--- config.mk ---
export PLATFORM = sky130hd
export DESIGN_NAME = multicycle_control_flat
export DESIGN_NICKNAME = d
export VERILOG_FILES = /design/src/rtl/rv_mc_pkg.sv /design/src/rtl/multicycle_control_if.sv /design/src/rtl/mem_wait_timer.sv /design/src/rtl/multicycle_control.sv /design/src/flat_wrapper.sv
export SDC_FILE = /design/constraint.sdc
export NUM_CORES = 1
export LEC_CHECK = 0
export BUFFER_PORTS_ARGS = -buffer_cell sky130_fd_sc_hd__buf_2
export CORE_UTILIZATION = 53
export DETAILED_ROUTE_END_ITERATION = 7
export GPL_TIMING_DRIVEN = 1
export PLACE_DENSITY_LB_ADDON = 0.12
export SYNTH_ARGS = -nofsm -noshare
export SYNTH_HDL_FRONTEND = slang
export SYNTH_SLANG_ARGS = --single-unit
--- constraint.sdc ---
create_clock -name clk -period 1.85 [get_ports clk]
set_input_delay 0.0925 -clock clk [delete_from_list [all_inputs] [get_ports clk]]
set_output_delay 0.0925 -clock clk [all_outputs]
set_load 0.01 [all_outputs]
--- src/rtl/rv_mc_pkg.sv ---
// Shared encodings for the multi-cycle RV32I control path: FSM states,
// opcodes, ALU operation classes and datapath mux selects.
package rv_mc_pkg;

  typedef enum logic [3:0] {
    StFetch    = 4'd0,
    StDecode   = 4'd1,
    StMemAddr  = 4'd2,
    StMemRd    = 4'd3,
    StMemWr    = 4'd4,
    StWbMem    = 4'd5,
    StExecR    = 4'd6,
    StExecI    = 4'd7,
    StWbAlu    = 4'd8,
    StBranch   = 4'd9,
    StJal      = 4'd10,
    StExecJalr = 4'd11,
    StTrap     = 4'd12
  } state_e;

  // Major opcodes, IR[6:0]
  localparam logic [6:0] OP_LOAD   = 7'b0000011;
  localparam logic [6:0] OP_IMM    = 7'b0010011;
  localparam logic [6:0] OP_STORE  = 7'b0100011;
  localparam logic [6:0] OP_R      = 7'b0110011;
  localparam logic [6:0] OP_BRANCH = 7'b1100011;
  localparam logic [6:0] OP_JALR   = 7'b1100111;
  localparam logic [6:0] OP_JAL    = 7'b1101111;

  // ALUOp classes, same meaning as in the single-cycle decoder
  localparam logic [1:0] ALU_OP_ADD    = 2'b00;
  localparam logic [1:0] ALU_OP_BRANCH = 2'b01;
  localparam logic [1:0] ALU_OP_R      = 2'b10;
  localparam logic [1:0] ALU_OP_I      = 2'b11;

  localparam logic [1:0] PC_SRC_PC4    = 2'b00;
  localparam logic [1:0] PC_SRC_ALUOUT = 2'b01;
  localparam logic [1:0] PC_SRC_JALR   = 2'b10;

  localparam logic [1:0] WB_SEL_ALUOUT = 2'b00;
  localparam logic [1:0] WB_SEL_MDR    = 2'b01;
  localparam logic [1:0] WB_SEL_PC4    = 2'b10;

  localparam logic [1:0] CAUSE_NONE        = 2'b00;
  localparam logic [1:0] CAUSE_ILLEGAL     = 2'b01;
  localparam logic [1:0] CAUSE_MEM_TIMEOUT = 2'b10;

  // States that own the shared memory port
  function automatic logic is_mem_state(state_e s);
    return (s == StFetch) || (s == StMemRd) || (s == StMemWr);
  endfunction

endpackage

--- src/rtl/multicycle_control_if.sv ---
// Shared memory port between the control FSM (master) and memory (slave).
interface multicycle_control_if;
  logic mem_req;
  logic mem_we;
  logic iord;
  logic mem_ready;

  modport master (
    output mem_req,
    output mem_we,
    output iord,
    input  mem_ready
  );

  modport slave (
    input  mem_req,
    input  mem_we,
    input  iord,
    output mem_ready
  );
endinterface

--- src/rtl/mem_wait_timer.sv ---
// Counts consecutive stalled memory cycles and flags the cycle in which the
// stall budget runs out. A MEM_TIMEOUT of 0 disables the timeout.
module mem_wait_timer #(
  parameter int unsigned MEM_TIMEOUT = 16
) (
  input  logic clk,
  input  logic rst_n,
  input  logic stall,
  output logic expired
);

  localparam int unsigned CntW = (MEM_TIMEOUT > 1) ? $clog2(MEM_TIMEOUT) : 1;
  // Expiry is taken in the stall cycle that would bring the count to MEM_TIMEOUT
  localparam logic [CntW-1:0] Limit = CntW'(MEM_TIMEOUT - 1);

  logic [CntW-1:0] cnt_q;

  // Timeout fires only while still stalled, so a late mem_ready wins
  always_comb begin
    expired = (MEM_TIMEOUT != 0) && stall && (cnt_q == Limit);
  end

  // Any non-stalled cycle (completion or leaving the port) restarts the count
  always_ff @(posedge clk or negedge rst_n) begin
    if (!rst_n) begin
      cnt_q <= '0;
    end else if (!stall || (MEM_TIMEOUT == 0)) begin
      cnt_q <= '0;
    end else if (cnt_q != Limit) begin
      cnt_q <= cnt_q + CntW'(1);
    end
  end

endmodule

--- src/rtl/multicycle_control.sv ---
// Sequencing FSM for the multi-cycle RV32I core: walks each instruction
// through fetch/decode/execute/memory/writeback and drives datapath controls.
module multicycle_control
  import rv_mc_pkg::*;
#(
  parameter int unsigned MEM_TIMEOUT = 16,
  parameter int unsigned CNT_W       = 32
) (
  input  logic                 clk,
  input  logic                 rst_n,
  multicycle_control_if.master mem,
  input  logic [6:0]           opcode,
  input  logic                 branch_taken,
  output logic                 ir_write,
  output logic                 mdr_write,
  output logic                 pc_write,
  output logic [1:0]           pc_src,
  output logic                 alu_src_a,
  output logic                 alu_src_b,
  output logic [1:0]           ALUOp,
  output logic                 reg_write,
  output logic [1:0]           wb_sel,
  output logic                 trap,
  output logic [1:0]           trap_cause,
  output logic [CNT_W-1:0]     retired,
  output logic [3:0]           state_o
);

  state_e             state_q;
  logic               trap_q;
  logic [1:0]         trap_cause_q;
  logic [CNT_W-1:0]   retired_q;
  logic               stall;
  logic               timeout;
  logic               retire;

  assign stall      = is_mem_state(state_q) && !mem.mem_ready;
  assign trap       = trap_q;
  assign trap_cause = trap_cause_q;
  assign retired    = retired_q;
  assign state_o    = state_q;

  mem_wait_timer #(
    .MEM_TIMEOUT(MEM_TIMEOUT)
  ) u_wait_timer (
    .clk    (clk),
    .rst_n  (rst_n),
    .stall  (stall),
    .expired(timeout)
  );

  // Cycles in which an instruction completes
  always_comb begin
    retire = 1'b0;
    unique case (state_q)
      StMemWr:                                     retire = mem.mem_ready;
      StWbMem, StWbAlu, StBranch, StJal, StExecJalr: retire = 1'b1;
      default:                                     retire = 1'b0;
    endcase
  end

  // State sequencing, sticky trap capture and retired-instruction count
  always_ff @(posedge clk or negedge rst_n) begin
    if (!rst_n) begin
      state_q      <= StFetch;
      trap_q       <= 1'b0;
      trap_cause_q <= CAUSE_NONE;
      retired_q    <= '0;
    end else begin
      if (retire) begin
        retired_q <= retired_q + CNT_W'(1);
      end
      unique case (state_q)
        StFetch: begin
          if (mem.mem_ready) begin
            state_q <= StDecode;
          end else if (timeout) begin
            state_q      <= StTrap;
            trap_q       <= 1'b1;
            trap_cause_q <= CAUSE_MEM_TIMEOUT;
          end
        end
        StDecode: begin
          case (opcode)
            OP_LOAD, OP_STORE: state_q <= StMemAddr;
            OP_R:              state_q <= StExecR;
            OP_IMM:            state_q <= StExecI;
            OP_BRANCH:         state_q <= StBranch;
            OP_JAL:            state_q <= StJal;
            OP_JALR:           state_q <= StExecJalr;
            default: begin
              state_q      <= StTrap;
              trap_q       <= 1'b1;
              trap_cause_q <= CAUSE_ILLEGAL;
            end
          endcase
        end
        // opcode[5] separates STORE (0100011) from LOAD (0000011)
        StMemAddr: state_q <= opcode[5] ? StMemWr : StMemRd;
        StMemRd: begin
          if (mem.mem_ready) begin
            state_q <= StWbMem;
          end else if (timeout) begin
            state_q      <= StTrap;
            trap_q       <= 1'b1;
            trap_cause_q <= CAUSE_MEM_TIMEOUT;
          end
        end
        StMemWr: begin
          if (mem.mem_ready) begin
            state_q <= StFetch;
          end else if (timeout) begin
            state_q      <= StTrap;
            trap_q       <= 1'b1;
            trap_cause_q <= CAUSE_MEM_TIMEOUT;
          end
        end
        StExecR, StExecI:                         state_q <= StWbAlu;
        StWbMem, StWbAlu, StBranch, StJal, StExecJalr: state_q <= StFetch;
        StTrap:                                   state_q <= StTrap;
        default: begin
          state_q      <= StTrap;
          trap_q       <= 1'b1;
          trap_cause_q <= CAUSE_ILLEGAL;
        end
      endcase
    end
  end

  // Moore decode of datapath controls; handshake-qualified strobes use mem_ready
  always_comb begin
    mem.mem_req = 1'b0;
    mem.mem_we  = 1'b0;
    mem.iord    = 1'b0;
    ir_write    = 1'b0;
    mdr_write   = 1'b0;
    pc_write    = 1'b0;
    pc_src      = PC_SRC_PC4;
    alu_src_a   = 1'b0;
    alu_src_b   = 1'b0;
    ALUOp       = ALU_OP_ADD;
    reg_write   = 1'b0;
    wb_sel      = WB_SEL_ALUOUT;
    unique case (state_q)
      StFetch: begin
        mem.mem_req = 1'b1;
        ir_write    = mem.mem_ready;
        pc_write    = mem.mem_ready;
      end
      StDecode: begin
        alu_src_b = 1'b1;
      end
      StMemAddr: begin
        alu_src_a = 1'b1;
        alu_src_b = 1'b1;
      end
      StMemRd: begin
        mem.mem_req = 1'b1;
        mem.iord    = 1'b1;
        mdr_write   = mem.mem_ready;
      end
      StMemWr: begin
        mem.mem_req = 1'b1;
        mem.mem_we  = 1'b1;
        mem.iord    = 1'b1;
      end
      StWbMem: begin
        reg_write = 1'b1;
        wb_sel    = WB_SEL_MDR;
      end
      StExecR: begin
        alu_src_a = 1'b1;
        ALUOp     = ALU_OP_R;
      end
      StExecI: begin
        alu_src_a = 1'b1;
        alu_src_b = 1'b1;
        ALUOp     = ALU_OP_I;
      end
      StWbAlu: begin
        reg_write = 1'b1;
      end
      StBranch: begin
        alu_src_a = 1'b1;
        ALUOp     = ALU_OP_BRANCH;
        pc_write  = branch_taken;
        pc_src    = PC_SRC_ALUOUT;
      end
      StJal: begin
        reg_write = 1'b1;
        wb_sel    = WB_SEL_PC4;
        pc_write  = 1'b1;
        pc_src    = PC_SRC_ALUOUT;
      end
      StExecJalr: begin
        alu_src_a = 1'b1;
        alu_src_b = 1'b1;
        reg_write = 1'b1;
        wb_sel    = WB_SEL_PC4;
        pc_write  = 1'b1;
        pc_src    = PC_SRC_JALR;
      end
      default: ;
    endcase
    // Reset kills every strobe at once so an aborted instruction writes nothing
    if (!rst_n) begin
      mem.mem_req = 1'b0;
      mem.mem_we  = 1'b0;
      mem.iord    = 1'b0;
      ir_write    = 1'b0;
      mdr_write   = 1'b0;
      pc_write    = 1'b0;
      pc_src      = PC_SRC_PC4;
      alu_src_a   = 1'b0;
      alu_src_b   = 1'b0;
      ALUOp       = ALU_OP_ADD;
      reg_write   = 1'b0;
      wb_sel      = WB_SEL_ALUOUT;
    end
  end

endmodule

--- src/flat_wrapper.sv ---
// flat-port wrapper written by rule: the top's interface ports become plain ports
module multicycle_control_flat import rv_mc_pkg::*;
#(
  parameter int unsigned MEM_TIMEOUT = 16,
  parameter int unsigned CNT_W       = 32
)
  (clk, rst_n, opcode, branch_taken, ir_write, mdr_write, pc_write, pc_src, alu_src_a, alu_src_b, ALUOp, reg_write, wb_sel, trap, trap_cause, retired, state_o, mem_mem_req, mem_mem_we, mem_iord, mem_mem_ready);
  multicycle_control_if mem_i ();
  input  logic clk;
  input  logic rst_n;
  input  logic [6:0] opcode;
  input  logic branch_taken;
  output logic ir_write;
  output logic mdr_write;
  output logic pc_write;
  output logic [1:0] pc_src;
  output logic alu_src_a;
  output logic alu_src_b;
  output logic [1:0] ALUOp;
  output logic reg_write;
  output logic [1:0] wb_sel;
  output logic trap;
  output logic [1:0] trap_cause;
  output logic [CNT_W-1:0] retired;
  output logic [3:0] state_o;
  output wire logic [$bits(mem_i.mem_req)-1:0] mem_mem_req;
  output wire logic [$bits(mem_i.mem_we)-1:0] mem_mem_we;
  output wire logic [$bits(mem_i.iord)-1:0] mem_iord;
  input wire logic [$bits(mem_i.mem_ready)-1:0] mem_mem_ready;
  assign mem_mem_req = mem_i.mem_req;
  assign mem_mem_we = mem_i.mem_we;
  assign mem_iord = mem_i.iord;
  assign mem_i.mem_ready = mem_mem_ready;
  multicycle_control #(.MEM_TIMEOUT(MEM_TIMEOUT), .CNT_W(CNT_W)) u_core (.clk(clk), .rst_n(rst_n), .mem(mem_i), .opcode(opcode), .branch_taken(branch_taken), .ir_write(ir_write), .mdr_write(mdr_write), .pc_write(pc_write), .pc_src(pc_src), .alu_src_a(alu_src_a), .alu_src_b(alu_src_b), .ALUOp(ALUOp), .reg_write(reg_write), .wb_sel(wb_sel), .trap(trap), .trap_cause(trap_cause), .retired(retired), .state_o(state_o));
endmodule
==> metrics.cfg, run 1 <==
[sta]
tightest_slew_ns=0.470
hold_violations=0
fin_crit_sh_pct=95.1
setup_tns_ns=0
max_slew_margin_pct=68.2
setup_viol=0
fmax_ghz=0.568
finalMaxSlewViolations=0
fin_crit_ns=1.76
rsz0062_at_grt=no
skew_ns=0.00766

[synth]
synth_edf_count=0
synthTopCellsByArea=dfrtp_1 43%, xor2_1 9.1%, nor2_1 3.0%, nor4_2 3.0%, nand2_1 2.8%
yosysTopAreaCellShare_pct=42.9
async_flop_share_pct=100
synthCells=264
yosysWarnings=0
synthFlopType=dfrtp_1
ys_types=48
syn-num-nets=277
yosysSeqAreaShare_pct=42.9
synth_seq_cells=43
avgSynthCellArea_sq_um=9.50
synth_area_sq_um=2510
yosysTopAreaCell=dfrtp_1

[routing]
vias_per_cell=5.80
ant_nets=0
drtPass1Iterations=6
num_vias=2244
drc=0
wire_per_inst_um=14.2
drt_iter0_drc=156
drt_wl_total_um=5510

[floorplanning]
ios=65
die-area_sq_um=5010
fp.dieW_um=70.8
rows=24
die_h_um=70.8
core_sq_um=4440
initial_utilization_pct=56.4

[setup_path]
rrSetupSlack_ns=0.18
crit_fanout=15
required_ns=1.76
cp_data_arrival_time_ns=1.67
endpoint_kind=output pin
worstSetupPathType=flop to output pin
critPathLaunchType=flop

[clocking]
cts_sinks=43
cts_setup_buffers=0
numCtsBuffers=5
cts_tree=done
cts_root_buf=clkbuf_8
clk_pin_slew_ns=0.08
h-tree-depth=2
clk_latency_ns=0.29
cts_buffer_depth=2

[global_route]
grt_pass1_vias=1997
grt_max_degree=33
gr-total-overflow=0
grtUsageTotal_pct=23.7
grt_pass1_wl_um=9420
antenna_found_initial=0

[cells_and_area]
areaGrowthSynthToFinish_pct=21.8
nFillCells=364
fin_nets=347
final_common_cell=buf_2
drive_gt1_share_pct=29.3
fin_cells=387
diodes=0
regArea_sq_um=1080
multi_input_area_sq_um=1330
final_cell_mix=64 x buf_2, 43 x dfrtp_1, 26 x xor2_1

[run_status]
status=complete, no violations

[placement]
hpwl_um=4020
dp.cells=378
gp_congestion=0.852
numPortBuffers=64

[power]
leakage_nw=1.21
peakVddDrop_mv=0.471
total_power_mw=1.72
p_per_area_nw_per_um2=562

[min_path]
hold_path_class=input pin to flop

[flow_run]
max_cap_viol_count=0

worst paths after layout:
path / start / end / cells past startpoint
setup / recovery: u_core.state_o[2] / mem_mem_req / 5
hold / removal: opcode[4] / u_core.state_o[2] / 3
setup reg to reg: u_core.state_o[2] / u_core.state_o[0] / 5
hold reg to reg: u_core.retired[25] / u_core.retired[25] / 1
max in group asynchronous: rst_n / u_core.retired[8] / 3
min in group asynchronous: rst_n / u_core.retired[20] / 2
where the power goes:
part	switching [mW]	internal [mW]
clock	0.320	0.402
sequential	0.000743	0.940
combinational	0.0375	0.0176
stage by stage:
| step | util (%) | worst slack [ns] | cell area (sq um) | hold slack [ns] |
|---|---|---|---|---|
| 2_1_floorplan | - | 0.166 | 2510 | -0.203 |
| 5_1_grt | 68.8 | 0.0150 | 3060 | 0.128 |
| 3_5_place_dp | 65.9 | 0.208 | 2930 | 0.0414 |
| 3_3_place_gp | 65.9 | 0.244 | 2930 | 0.0432 |
| 4_1_cts | 68.6 | 0.0357 | 3050 | 0.111 |
| 6_report | 68.8 | 0.0898 | 3060 | 0.122 |
metal layers:
metal | track usage, % | routed length, um | up-vias
met1 | 35.3 | 2720 | 1074
met4 | 7.11 | 44 | 0
met5 | 0 | 0 | -
met2 | 35.8 | 2490 | 60
met3 | 3.70 | 251 | 4
li1 | - | - | 1106
state kept, by name (all words and copies together), names as in the netlist:
register	flops
u_core.u_wait_timer.cnt_q	4
u_core.trap	1
u_core.trap_cause	2
u_core.state_o	4
u_core.retired	32
cell type report:
type | instances | area share, %
Inverter | 7 | 0.860
Timing Repair Buffer | 79 | 14.7
Clock inverter | 3 | 1.43
Clock buffer | 5 | 2.25
Tap cell | 52 | 2.13
Multi-Input combinational cell | 198 | 43.4
Sequential cell | 43 | 35.2
kinds of logic after synthesis:
kind of cell / count (synthesis) / synth area share, %
muxes: 3 / 1.25
DFF: 43 / 42.9
AOI/OAI and AO/OA: 37 / 10.0
buffers and inverters: 23 / 4.44
adders and majority gates: 2 / 0.997
and+or+nand+nor: 124 / 29.2
xor gates and xnor gates: 32 / 11.2
repair_timing:
action,4_1_cts,5_1_grt
resized for setup,0,2
hold endpoints to repair,11,0
endpoints found under the setup margin,0,3
hold buffers,1,0
worst max-delay path: stages (launching register included):
cell and delay, ns:
dfrtp_1 0.45, buf_4 0.21, nand3b_1 0.21, a21oi_2 0.23, and2_1 0.16, buf_2 0.13
cell usage after synthesis (3+ instances only):
cell       n
a21oi_1    9
a31oi_1    3
and2_1     4
and3_1     4
and4_1     6
buf_2      5
clkbuf_1   7
dfrtp_1   43
inv_1      7
nand2_1   19
nand2b_1   7
nand3_1   13
nand3b_1   4
nand4_1    8
nor2_1    20
nor3_1    10
nor3b_1    4
nor4_1    11
nor4_2     6
o21ai_0    4
o21bai_1   3
xnor2_1    6
xor2_1    26
No activity file was read; power rests on OpenSTA's default activity.
==> run 2: changes to the inputs <==
--- a/config.mk
+++ b/config.mk
@@ -5,8 +5,9 @@
 export SDC_FILE = /design/constraint.sdc
 export NUM_CORES = 1
 export LEC_CHECK = 0
+export ABC_AREA = 1
 export BUFFER_PORTS_ARGS = -buffer_cell sky130_fd_sc_hd__buf_2
-export CORE_UTILIZATION = 53
+export CORE_UTILIZATION = 55
 export DETAILED_ROUTE_END_ITERATION = 7
 export GPL_TIMING_DRIVEN = 1
 export PLACE_DENSITY_LB_ADDON = 0.12
==> metrics.cfg, run 2 <==
[run_status]
status=complete, no violations

[global_route]
use_met3_pct=3.97
gr-total-overflow=0
antenna_found_initial=0
grt_pass1_wl_um=12100
grt_pass1_vias=2793
grt.busiest_layer=met2
use_met2_pct=49.0
grt_use_met1_pct=33.9
grtUsageTotal_pct=27.9
grt_max_degree=41

[clocking]
clk_pin_slew_ns=0.08
cts_buffer_depth=2
cts_root_buf=clkbuf_8
cts_sinks=43
clk_latency_ns=0.30
numCtsBuffers=5
h-tree-depth=2
cts_tree=done

[routing]
drc=0
drt_iter0_drc=173
wire_per_inst_um=12.3
ant_nets=0
drtPass1Iterations=4
num_vias=3034
vias_per_cell=5.16
drt_wl_total_um=7250

[floorplanning]
fp.dieW_um=75.6
initial_utilization_pct=57.6
rows=26
core_sq_um=5170
ios=65
die-area_sq_um=5720
die_h_um=75.6

[setup_path]
endpoint_kind=output pin
critPathLaunchType=flop
required_ns=1.76
worstSetupPathType=flop to output pin
crit_fanout=8
cp_data_arrival_time_ns=1.63

[cells_and_area]
fin_nets=530
areaGrowthSynthToFinish_pct=18.5
final_cell_mix=192 x nand2_1, 66 x nor2_1, 64 x buf_2
largest_register_ff_count=32
diodes=0
drive_gt1_share_pct=22.4
final_common_cell=nand2_1
fin_cells=588
nFillCells=465

[synth]
synthTopCellsByArea=dfrtp_1 36%, nand2_1 24%, nor2_1 8.4%, inv_1 3.5%, nand3b_1 3.3%
avgSynthCellArea_sq_um=6.69
synth_area_sq_um=2980
yosysTopAreaCellShare_pct=36.1
synth_seq_cells=43
yosysSeqAreaShare_pct=36.1
yosysWarnings=0
synthCells=446
synth_edf_count=0
syn-num-nets=459
async_flop_share_pct=100
yosysMostFrequentCell=nand2_1
ys_types=29
synthFlopType=dfrtp_1
yosysTopAreaCell=dfrtp_1
synth_commonest_cells=192 x nand2_1, 67 x nor2_1, 43 x dfrtp_1

[power]
sw_frac_of_total_pct=19.6
internal_power_mw=1.49
p_per_area_nw_per_um2=525
seqPwrFrac_pct=50.6
peakVddDrop_mv=0.278
p_sw_mw=0.364
share_comb_of_total_power_pct=2.7
leakage_nw=1.83
clockPowerShare_pct=46.7

[sta]
fin_crit_sh_pct=93.1
hold_violations=0
rsz0062_at_grt=no
finalMaxSlewViolations=0
setup_tns_ns=0
max_slew_margin_pct=66.9
setup_viol=0
fin_crit_ns=1.72
fmax_ghz=0.580
tightest_slew_ns=0.497
skew_ns=0.00383

[placement]
numPortBuffers=64
hpwl_um=5700
dp.cells=579
gp_congestion=0.926

[min_path]
hold_path_class=input pin to asynchronous set/reset pin

[flow_run]
max_cap_viol_count=0

-- run 2: cell types whose count changed after synthesis, sizes merged, moves of 5 or more --
cell    before  now
nand2b       8    0
inv          7   33
nand3       13   20
nor3        10    5
xor2        26    8
nand3b       4   13
nand2       19  206
clkbuf       7    1
and4         6    0
nor2        20   78
nor4        17    0
-- run 2: logic make-up (layout without fill, tap and decap cells) --
kind of cell | after synthesis | count (layout) | share of synthesized area, %
adders and majority gates | 2 | 2 | 0.839
DFF | 43 | 43 | 36.1
and+or+nand+nor | 328 | 328 | 47.8
xor gates and xnor gates | 17 | 17 | 6.50
AOI/OAI and AO/OA | 15 | 15 | 2.85
buffers and inverters | 41 | 113 | 5.87
-- run 2: repair_timing --
action | 4_1_cts | 5_1_grt
hold buffers | 1 | 0
gates resized for setup | 0 | 3
setup buffers | 0 | 0
endpoints found under the hold margin | 3 | 0
endpoints found under the setup margin | 0 | 2
-- run 2: path summary, 6_finish.rpt --
kind                                   start                 end  slack, ns  depth (start not counted)
max                        u_core.state_o[1]           alu_src_b       0.13                          5
min                                    rst_n   u_core.state_o[2]       0.15                          2
max reg2reg                u_core.retired[0]  u_core.retired[20]       0.21                          8
min reg2reg                      u_core.trap         u_core.trap       0.47                          2
max in group asynchronous              rst_n  u_core.retired[17]       0.97                          3
min in group clk                   opcode[4]   u_core.state_o[2]       0.17                          5
-- run 2: power by group through the flow --
stage,clock network [mW],registers (mW),logic [mW]
2_1_floorplan,0,0.958,0.0130
3_3_place_gp,0,0.958,0.0489
3_5_place_dp,0,0.958,0.0498
4_1_cts,0.884,0.939,0.0515
5_1_grt,0.921,0.939,0.0590
6_report,0.868,0.939,0.0498
-- run 2: final cells by class --
class                      count  area (sq um)  share of cell area (%)
clock buffer                   6          72.6                    2.05
clock inverter                 2          60.1                    1.70
inverter                      35           131                    3.72
multi-input combinational    362          1740                    49.2
sequential                    43          1080                    30.5
tap                           70          87.6                    2.48
timing repair buffer          70           368                    10.4
-- run 2: worst max-delay path, cell delays in order, from the launching register on --
cell and delay, ns:
dfrtp_1 0.51, inv_1 0.16, nor2_1 0.20, nand2_1 0.10
a31oi_1 0.20, buf_2 0.16
-- run 2: through the flow --
step	hold WS, ns	setup slack [ns]	area, sq um	power [mW]	util, %
floorplan	-0.203	0.318	2980	0.971	-
global placement	-0.0707	0.272	3380	1.01	65.4
detailed placement	-0.0692	0.222	3380	1.01	65.4
CTS	0.145	0.0775	3530	1.87	68.2
global route	0.175	0.00853	3530	1.92	68.3
finish	0.150	0.127	3530	1.86	68.3
-- run 2: routing by layer --
layer,share of wire (%),wire length [um]
met5,0,0
met4,2.8,204
met3,4.7,341
met2,50,3660
met1,42,3040
==> run 3: changes to the inputs <==
--- a/config.mk
+++ b/config.mk
@@ -8,6 +8,7 @@
 export ABC_AREA = 1
 export BUFFER_PORTS_ARGS = -buffer_cell sky130_fd_sc_hd__buf_2
 export CORE_UTILIZATION = 55
+export CTS_CLUSTER_DIAMETER = 200
 export DETAILED_ROUTE_END_ITERATION = 7
 export GPL_TIMING_DRIVEN = 1
 export PLACE_DENSITY_LB_ADDON = 0.12
==> constraint.sdc (replaced) <==
create_clock -name clk -period 2.05 [get_ports clk]
set_input_delay 0.1025 -clock clk [delete_from_list [all_inputs] [get_ports clk]]
set_output_delay 0.1025 -clock clk [all_outputs]
set_load 0.01 [all_outputs]
==> metrics.cfg, run 3 (same netlist as run 2, synthesis figures left out) <==
[sta]
fin_crit_sh_pct=88.5
hold_violations=0
rsz0062_at_grt=no
fin_crit_ns=1.81
setup_viol=0
skew_ns=0.00544
setup_tns_ns=0
max_slew_margin_pct=67.5
tightest_slew_ns=0.488
whs_ns=0.171
finalMaxSlewViolations=0
fmax_ghz=0.551

[setup_path]
rrSetupSlack_ns=0.31
crit_slowest_cell=dfrtp_1
cpMostUsedCell=nor2_1
required_ns=1.95
crit_fanout=6
critPathLaunchType=flop
max_stage_delay_ns=0.46
timing.rr.start=u_core.state_o[1]
path_cells=nor2_1, nand2_1, inv_1, nor2_1, a31oi_1, buf_2
cp_num_buf_inv=2
rr_worst_depth=6
timing.rr.end=u_core.retired[11]
cp_data_arrival_time_ns=1.71
endpoint_kind=output pin
worstSetupPathType=flop to output pin
crit_family=simple AND/OR/NAND/NOR gates

[placement]
place_area_sq_um=3360
gp_congestion=0.901
numPortBuffers=64
hpwl_um=5780

[routing]
num_vias=3020
drtPass1Iterations=4
vias_per_cell=5.16
drc=0
drt_iter0_drc=185
drt_wl_total_um=7390
ant_nets=0
wire_per_inst_um=12.6

[floorplanning]
ios=65
rows=26
die_h_um=75.6
fp.dieW_um=75.6
die-area_sq_um=5720
initial_utilization_pct=57.6
core_sq_um=5170

[power]
peakVddDrop_mv=0.270
internal_power_mw=1.13
leakage_nw=1.80
total_power_mw=1.48
p_sw_mw=0.342
clockPowerShare_pct=39.6
share_comb_of_total_power_pct=3.1
p_per_area_nw_per_um2=426
seqPwrFrac_pct=57.4
sw_frac_of_total_pct=23.2

[clocking]
h-tree-depth=2
cts_root_buf=clkbuf_8
cts_tree=done
cts_resized=0
numCtsBuffers=5
cts_setup_buffers=0
cts_hold_buf=1
cts_sinks=43
clk_pin_slew_ns=0.09
cts_buffer_depth=2
clk_latency_ns=0.29

[global_route]
grt_pass1_wl_um=12000
gr-total-overflow=0
grt_max_degree=40
antenna_found_initial=0
grtUsageTotal_pct=27.6
grt_pass1_vias=2752

[cells_and_area]
drive_gt1_share_pct=21.7
diodes=0
final_area_sq_um=3470
largest_register_ff_count=32
final_cell_mix=192 x nand2_1, 67 x nor2_1, 64 x buf_2
fin_nets=527
nFillCells=468
final_common_cell=nand2_1
areaGrowthSynthToFinish_pct=16.4

[flow_run]
max_cap_viol_count=0

[min_path]
hold_path_class=input pin to asynchronous set/reset pin

[run_status]
status=complete, no violations

run 3: worst max-delay path by stage:
stage / slack (ns) / depth (start not counted) / end / startpoint
3_3_place_gp: 0.37 / 6 / u_core.retired[11] / u_core.state_o[1]
5_1_grt: 0.04 / 6 / pc_write / u_core.state_o[3]
4_1_cts: 0.22 / 6 / pc_write / u_core.state_o[2]
6_report: 0.24 / 6 / alu_src_b / u_core.state_o[2]
3_5_place_dp: 0.34 / 6 / u_core.retired[11] / u_core.state_o[1]
2_1_floorplan: 0.52 / 8 / u_core.retired[20] / u_core.retired[0]
run 3: power by group through the flow:
| stage | sequential [mW] | combinational, mW | clock, mW |
|---|---|---|---|
| floorplan | 0.865 | 0.0117 | 0 |
| global placement | 0.864 | 0.0449 | 0 |
| detailed placement | 0.864 | 0.0453 | 0 |
| CTS | 0.847 | 0.0467 | 0.597 |
| global route | 0.847 | 0.0538 | 0.634 |
| finish | 0.847 | 0.0455 | 0.585 |
run 3: cell type report:
type | instances | area (sq um) | area share [%]
inverter | 35 | 131 | 3.79
timing repair buffer | 67 | 345 | 9.95
clock inverter | 2 | 16.3 | 0.469
multi-input combinational | 362 | 1730 | 49.9
sequential | 43 | 1080 | 31.0
tap | 70 | 87.6 | 2.52
clock buffer | 6 | 82.6 | 2.38
run 3: per-layer routing:
layer,wire length [um],global-route usage [%]
met5,0,0
met4,148,10.5
met1,3130,32.6
met3,350,3.84
met2,3760,50.7
run 3: stage by stage:
stage               worst slack [ns]  cells  utilization (%)
floorplan                      0.518    446                -
global placement               0.366    576             65.0
detailed placement             0.343    576             65.0
CTS                            0.219    585             67.1
global route                  0.0412    585             67.1
finish                         0.235    585             67.1
